===== config.mk =====
export PLATFORM = sky130hd
export DESIGN_NAME = sha256_msg_padder
export DESIGN_NICKNAME = d
export VERILOG_FILES = /design/src/rtl/sha256_msg_padder.sv
export SDC_FILE = /design/constraint.sdc
export NUM_CORES = 1
export LEC_CHECK = 0
export ABC_AREA = 1
export BUFFER_PORTS_ARGS = -buffer_cell sky130_fd_sc_hd__buf_2
export CORE_ASPECT_RATIO = 1.25
export CORE_MARGIN = 2
export CORE_UTILIZATION = 30
export DETAILED_ROUTE_END_ITERATION = 10
export GPL_TIMING_DRIVEN = 0
export MAX_ROUTING_LAYER = met4
export SKIP_LAST_GASP = 1
export SLEW_MARGIN = 0
export SYNTH_ARGS = -nofsm -noshare
export SYNTH_HDL_FRONTEND = slang
export SYNTH_SLANG_ARGS = --single-unit

===== constraint.sdc =====
create_clock -name clk -period 2.7 [get_ports clk]
set_clock_uncertainty 0.2 [all_clocks]
set_input_delay 0.135 -clock clk [delete_from_list [all_inputs] [get_ports clk]]
set_output_delay 0.135 -clock clk [all_outputs]
set_load 0.005 [all_outputs]

===== src/rtl/sha256_msg_padder.sv =====
// Collects UART bytes until the line goes idle, then streams one SHA-256 padded
// 512-bit block as 16 big-endian words over a valid/ready handshake.
//
// state   | meaning
// IDLE    | waiting for the first byte of a message
// COLLECT | storing bytes, idle timer running between bytes
// ERROR   | message too long, swallowing bytes until the line goes idle
// SEND    | streaming the padded block word by word
module sha256_msg_padder #(
    parameter int CLKS_PER_BIT = 868,
    parameter int IDLE_BITS    = 20
) (
    input  logic        clk,
    input  logic        rst_n,
    input  logic [7:0]  rx_data,
    input  logic        rx_valid,
    output logic [31:0] w_data,
    output logic [3:0]  w_idx,
    output logic        w_valid,
    input  logic        w_ready,
    output logic        w_last,
    output logic        busy,
    output logic        ovf_err,
    output logic        drop_err
);
    localparam int IDLE_CLKS = CLKS_PER_BIT * IDLE_BITS;
    localparam int TW        = $clog2(IDLE_CLKS + 1);
    localparam int MAX_BYTES = 55;
    localparam logic [TW-1:0] TIMEOUT = TW'(IDLE_CLKS - 1);

    typedef enum logic [1:0] {S_IDLE, S_COLLECT, S_ERROR, S_SEND} state_t;

    state_t          r_state;
    state_t          w_state_nxt;
    logic [5:0]      r_cnt;
    logic [TW-1:0]   r_timer;
    logic [7:0]      r_buf [56];
    logic [3:0]      r_idx;
    logic            r_valid;
    logic            r_ovf;
    logic            r_drop;
    logic            w_timeout;
    logic            w_accept;
    logic [31:0]     w_word;
    logic [5:0]      w_pos;
    logic [7:0]      w_byte;

    // A byte on the timeout cycle wins: the message keeps growing.
    assign w_timeout = (r_timer == TIMEOUT) && !rx_valid;
    assign w_accept  = r_valid && w_ready;

    always_ff @(posedge clk or negedge rst_n) begin
        if (!rst_n) r_state <= S_IDLE;
        else        r_state <= w_state_nxt;
    end

    always_comb begin
        w_state_nxt = r_state;
        case (r_state)
            S_IDLE:    if (rx_valid) w_state_nxt = S_COLLECT;
            S_COLLECT: begin
                if (rx_valid && (r_cnt == 6'(MAX_BYTES))) w_state_nxt = S_ERROR;
                else if (w_timeout)                       w_state_nxt = S_SEND;
            end
            S_ERROR:   if (w_timeout) w_state_nxt = S_IDLE;
            S_SEND:    if (w_accept && (r_idx == 4'd15)) w_state_nxt = S_IDLE;
            default:   w_state_nxt = S_IDLE;
        endcase
    end

    always_ff @(posedge clk or negedge rst_n) begin
        if (!rst_n) begin
            r_cnt   <= '0;
            r_timer <= '0;
            r_idx   <= '0;
            r_valid <= 1'b0;
            r_ovf   <= 1'b0;
            r_drop  <= 1'b0;
            for (int i = 0; i < 56; i++) r_buf[i] <= '0;
        end else begin
            r_ovf  <= 1'b0;
            r_drop <= 1'b0;
            case (r_state)
                S_IDLE: begin
                    r_timer <= '0;
                    if (rx_valid) begin
                        r_buf[0] <= rx_data;
                        r_cnt    <= 6'd1;
                    end
                end
                S_COLLECT: begin
                    if (rx_valid) begin
                        r_timer <= '0;
                        if (r_cnt != 6'(MAX_BYTES)) begin
                            r_buf[r_cnt] <= rx_data;
                            r_cnt        <= r_cnt + 6'd1;
                        end
                    end else if (w_timeout) begin
                        r_timer <= '0;
                        r_idx   <= '0;
                    end else begin
                        r_timer <= r_timer + 1'b1;
                    end
                end
                S_ERROR: begin
                    if (rx_valid) begin
                        r_timer <= '0;
                    end else if (w_timeout) begin
                        r_timer <= '0;
                        r_cnt   <= '0;
                        r_ovf   <= 1'b1;
                    end else begin
                        r_timer <= r_timer + 1'b1;
                    end
                end
                S_SEND: begin
                    r_drop <= rx_valid;
                    if (w_accept) r_idx <= r_idx + 4'd1;
                    if (w_accept && (r_idx == 4'd15)) begin
                        r_valid <= 1'b0;
                        r_cnt   <= '0;
                    end else begin
                        r_valid <= 1'b1;
                    end
                end
                default: r_timer <= '0;
            endcase
        end
    end

    // Padding is generated on the fly from the byte count; stale buffer bytes
    // beyond the count are never visible.
    always_comb begin
        w_word = '0;
        w_pos  = '0;
        w_byte = '0;
        if (r_idx == 4'd15) begin
            w_word = {23'b0, r_cnt, 3'b0};
        end else if (r_idx != 4'd14) begin
            for (int k = 0; k < 4; k++) begin
                w_pos = {r_idx, 2'b00} + 6'(k);
                if (w_pos < r_cnt)       w_byte = r_buf[w_pos];
                else if (w_pos == r_cnt) w_byte = 8'h80;
                else                     w_byte = 8'h00;
                w_word[31-8*k -: 8] = w_byte;
            end
        end
    end

    assign w_data   = r_valid ? w_word : 32'h0;
    assign w_idx    = r_idx;
    assign w_valid  = r_valid;
    assign w_last   = r_valid && (r_idx == 4'd15);
    assign busy     = (r_state != S_IDLE);
    assign ovf_err  = r_ovf;
    assign drop_err = r_drop;

endmodule


### Word level (Yosys, flattened, before mapping)

Cells that the tools add are included.

* bits in registers: 478
* input bits: 12
* output and inout port bits: 41
* logic and storage cells: 179

* $add $sub $neg: 6
* order comparisons: 10
* equal/unequal tests: 22
* mux-type cells: 55
* bitwise gates (word level): 5
* reductions and logical operators: 18

Operators with widths (number)
* 448-bit two-way mux: 2
* 448-bit bitwise mux: 1
* 8-bit binary-select mux with 6-bit select: 4
* 8-bit two-way mux: 18
* 32-bit two-way mux: 3
* 8-bit demux with 6-bit select: 1
* 6-bit two-way mux: 6
* 7-bit greater-or-equal comparator, second input constant: 5
* 6-bit NOT with 7-bit output: 5
* 15-bit two-way mux: 2
* 15-bit one-hot mux with 2 select lines: 1
* 6-bit equality test: 4
* 6-bit < comparator: 4
* 6-bit one-hot mux with 4 select lines: 1
* 2-bit inequality test, second input constant: 9
* 8-bit one-hot mux with 2 select lines: 1
* 15-bit by 1-bit adder with 15-bit output, second input constant: 1
* 15-bit equality test, second input constant: 1
* 6-bit by 1-bit adder with 6-bit output, second input constant: 2
* 6-bit by 2-bit adder with 6-bit output, second input constant: 2
* 4-bit two-way mux: 3
* 4-bit AND reduction: 3
* 2-bit two-way mux: 5
* 2-bit one-hot mux with 4 select lines: 1
* 18 further kinds: 31

### Logic depth before layout (Yosys ltp)

* depth in word-level cells: 9
* depth in mapped cells: 14
* gate-level depth less buffers: 11

### Worst setup path before layout

OpenSTA, ideal clock, no wires.

* kind: register -> output
* from: reg r_idx[0] (netlist: w_idx[0])
* to: out w_data[10]
* arrival time: 2.246 ns
* data required time: 2.365 ns
* slack: 0.119 ns
* cell stages (with the launch flop): 13
* path buffers: 3
* cells stage by stage: dfrtp_1 > clkbuf_1 > inv_2 > clkbuf_1 > buf_1 > ha_1 > nand2_1 > nor2_1 > nand2_1 > nand2_1 > nor2_1 > nand2_1 > nor2_1

* cells in the longest elaborated chain, start to end: 9
* elaborated cells on any way between the ends: 12

RTL lines
* start, declared: line 38 `logic [3:0] r_idx;`
* start signal, assigned: line 118 `if (w_accept) r_idx <= r_idx + 4'd1;`
* 6-bit by 2-bit adder with 6-bit output: line 141 `w_pos = {r_idx, 2'b00} + 6'(k);`
* 6-bit NOT with 7-bit output (implied by the code): line 142 `if (w_pos < r_cnt) w_byte = r_buf[w_pos];`
* 8-bit binary-select mux with 6-bit select: line 142
* 8-bit two-way mux (implied by the code) (2 in a row): line 142
* 8-bit two-way mux: line 142
* 32-bit two-way mux: line 139 `end else if (r_idx != 4'd14) begin`
* 32-bit two-way mux (*): line 137 `if (r_idx == 4'd15) begin`
* 32-bit two-way mux (*): line 150 `assign w_data = r_valid ? w_word : 32'h0;`
* end, declared: line 17 `output logic [31:0] w_data,`

Mark *: on every way between the ends. The rest lies on a longest branch, timed or not. The select of a mux whose other input is x is not followed.

### Worst setup path after layout

* from: reg r_idx[0] (netlist: w_idx[0])
* to: out w_data[21]

* cells in the longest elaborated chain, start to end: 9
* elaborated cells on any way between the ends: 12

RTL lines (line)
* 6-bit by 1-bit adder with 6-bit output: 141
* 6-bit NOT with 7-bit output (implied by the code): 142
* 8-bit binary-select mux with 6-bit select: 142
* 8-bit two-way mux (implied by the code) (2 in a row): 142
* 8-bit two-way mux: 142
* 32-bit two-way mux: 139
* 32-bit two-way mux (*): 137
* 32-bit two-way mux (*): 150

Marks and branches as above.

==> flow_summary.toml <==
[power_and_ir_drop]
total_switching_power_uw = 9690
cellInternalPower_uw = 14700
seqPwrFrac_pct = 31.7
fraction_of_power_spent_switching_nets_pct = 39.8
share_comb_of_total_power_pct = 40.3
powerDensity_nw_per_um2 = 860
power.clock.fraction_pct = 28.0
max-vdd-ir-drop_mv = 0.454
design_power_total_uw = 24400
cellLeakagePower_uw = 0.0128

[synth]
muxShareOfSynthArea_pct = 0
synth_flop_type = "sky130_fd_sc_hd__dfrtp_1"
synth_compound_gate_area_share_pct = 16.4
yosys.cell_types.count = 38
largest_family_of_logic_cells_by_synthesized_area = "simple AND/OR/NAND/NOR gates"
share_of_the_synthesized_netlist_area_taken_by_xor_and_xnor_gates_pct = 0.192
synthesis.yosys.warnings = 0
synth-adder-area-share_pct = 0.934
synth_area_um2 = 22800
synth.net_count = 2937
yosysSeqAreaShare_pct = 52.5
post_synth_and_or_nand_nor_area_fraction_pct = 23.4
postSynth.asyncResetShare_pct = 100
synthCells = 2908
synth_edf_count = 0
syn-mean-instance-area_um2 = 7.83
postSynthRegisterBits = 478

[critical_path]
critical_path.endpoint_type = "output port"
timing_worst_setup_path_type = "reg -> out"
cp.arrival_ns = 3.14
worst_setup_path_start_kind = "register"
critPathMaxFanout = 5
cp.required_ns = 2.37

[clock_network]
clk_latency_ns = 0.62
clk_path_buf_depth = 3
cts-root-buf = "sky130_fd_sc_hd__clkbuf_16"
tritoncts.num_buffers = 49
clkSinkCount = 478
clkTransAtPathRegs_ns = 0.06
cts_tree = "done"
htreeDepth = 2

[final_layout]
finalInstanceArea_um2 = 28300
area_delta_synth_final_pct = 24.3
layout.cells.most_common_list = "sky130_fd_sc_hd__nand2_1, sky130_fd_sc_hd__o21ai_0, sky130_fd_sc_hd__dfrtp_1"
fin_nets = 3133
post_route_cells_drive_above_1_share_pct = 16.7
fill_cells = 7580
post-route-util_pct = 37.8
most_common_cell_after_layout_fill_and_taps_aside = "sky130_fd_sc_hd__nand2_1"

[grt]
number_of_global_route_vias_before_repair = 20900
global_route_wire_length_before_repair_um = 141000
pin_count_of_the_biggest_net_entering_global_routing = 115
grt_overflow = 0
combined_global_route_utilization_of_all_metal_layers_pct = 25.3
grt_antenna_before_repair = 1

[timing]
timing_hold_violations_final = 1
max_freq_ghz = 0.288
setup_slack_ns = -0.774
finalHoldWorstSlack_ns = -0.00265
rel_slew_slack_pct = 23.0
grt_setup_unrepaired = "yes"
period_minus_slack_ns = 3.47
final.setup.tns_ns = -15.45
drv_slew = 0
final-setup-viol-count = 32
max_slew.worst_pin.slew_ns = 1.15
finalCritPeriodShare_pct = 129

[status]
run_status = "finished, violations left"
failed_checks = "hold timing, setup timing"

[die]
core.rowCount = 112
io-pin-count = 53
die_height_um = 312
die_area_um2 = 78200
floorplan.core_area_um2 = 75000
die_x_um = 250
initial_util_pct = 30.4

[place]
placement.io_buffers = 51
dpl.hpwl_um = 68800
dpl_cell_area_um2 = 24400
place_worst_setup_slack_ns = -1.67
place.gp.congestion = 1.05

[route]
met3RoutedLength_um = 7380
drc = 0
avgRoutedWirePerCell_um = 23.8
post_route_wl_um = 97600
drt-met1-wl_um = 35900
via_count_of_the_routed_design = 21900
met2_wirelength_um = 44100
viasPerCell = 5.34
drt_pass1_iterations = 7
top_signal_layer_used = "met4"
final_antenna_net_count = 0
drt_iter0_markers = 2203

[job]
maxCapViolations = 0

[min_path]
hold_class = "in -> async"
[flip-flops by register name, indices dropped and copies added, names as in the netlist]
| register | count |
|---|---|
| drop_err | 1 |
| r_buf | 448 |
| r_timer | 15 |
| r_cnt | 6 |
| r_state | 2 |
| w_valid | 1 |
| ovf_err | 1 |
| w_idx | 4 |
[cells in the mapped netlist, types with 17 or more instances]
master	count	area, um2
sky130_fd_sc_hd__a21oi_1	43	215
sky130_fd_sc_hd__buf_2	50	250
sky130_fd_sc_hd__clkbuf_1	135	507
sky130_fd_sc_hd__dfrtp_1	478	12000
sky130_fd_sc_hd__ha_1	17	213
sky130_fd_sc_hd__inv_1	183	687
sky130_fd_sc_hd__nand2_1	877	3290
sky130_fd_sc_hd__nand3_1	160	801
sky130_fd_sc_hd__nor2_1	236	886
sky130_fd_sc_hd__o211ai_1	70	526
sky130_fd_sc_hd__o21ai_0	554	2770
sky130_fd_sc_hd__o21ai_1	19	95.1
sky130_fd_sc_hd__or2_2	19	119
[kinds of logic after synthesis]
| family | count (synthesis) |
|---|---|
| flops | 478 |
| simple gates | 1322 |
| xor+xnor | 5 |
| compound gates | 703 |
| buf+inv | 383 |
| fa+ha+maj | 17 |
[final timing paths]
path / endpoint / slack, ns / startpoint / depth (start not counted)
setup / recovery: w_data[21] / -0.77 / w_idx[0] / 10
hold / removal: r_buf[298] / -0.003 / rst_n / 3
setup reg to reg: r_buf[253] / 0.06 / r_cnt[3] / 8
hold reg to reg: r_buf[291] / 0.27 / r_buf[291] / 2
max in group asynchronous: w_idx[0] / 0.91 / rst_n / 5
min in group clk: drop_err / 0.22 / rx_valid / 4
[power groups by stage]
stage / combinational (uW) / sequential [uW] / clock (uW)
after floorplan: 3630 / 7780 / 0
after global placement: 6900 / 7860 / 0
after detailed placement: 6950 / 7860 / 0
after CTS: 8840 / 7720 / 6840
after global routing: 10200 / 7750 / 7120
final: 9820 / 7730 / 6810
[layout make-up]
cell class	count	area [um2]	area share, %
flip-flops and latches	478	12000	42.3
inverters	190	747	2.64
well taps	969	1210	4.28
plain buffers	187	1390	4.90
clock buffers	72	1430	5.03
repair buffers	151	1400	4.93
diodes	1	2.50	0.00884
multi-input cells	2047	10100	35.6
clock inverters	10	108	0.380
[stage by stage]
step                      hold WS, ns  instances
after floorplan                -0.361       2908
after global placement          0.260       3928
after detailed placement       0.0440       3933
after CTS                      0.0252       4076
after global routing           0.0510       4105
final                        -0.00265       4105
[what timing repair did]
item | CTS | global route
hold buffers | 11 | 0
cloned | 0 | 1
endpoints found under the hold margin | 325 | 0
pin swaps | 61 | 64
buffers inserted | 50 | 36
resized for setup | 336 | 216
endpoints found under the setup margin | 475 | 297
[worst max-delay path, stage by stage, from the launching register on]
cell	delay (ns)
sky130_fd_sc_hd__dfrtp_2	0.47
sky130_fd_sc_hd__buf_8	0.16
sky130_fd_sc_hd__inv_8	0.06
sky130_fd_sc_hd__buf_6	0.10
sky130_fd_sc_hd__clkbuf_16	0.14
sky130_fd_sc_hd__clkbuf_16	0.14
sky130_fd_sc_hd__nor2_2	0.03
sky130_fd_sc_hd__o211ai_1	0.90
sky130_fd_sc_hd__o21ai_2	0.25
sky130_fd_sc_hd__nor2_4	0.15
sky130_fd_sc_hd__buf_2	0.12
[layer usage]
layer | track usage [%] | vias to the layer above
li1 | - | 9843
met1 | 29.2 | 10600
met2 | 38.3 | 1058
met3 | 4.08 | 374
met4 | 22.0 | 0
met5 | - | -
Power figures use the tool's default switching activity.
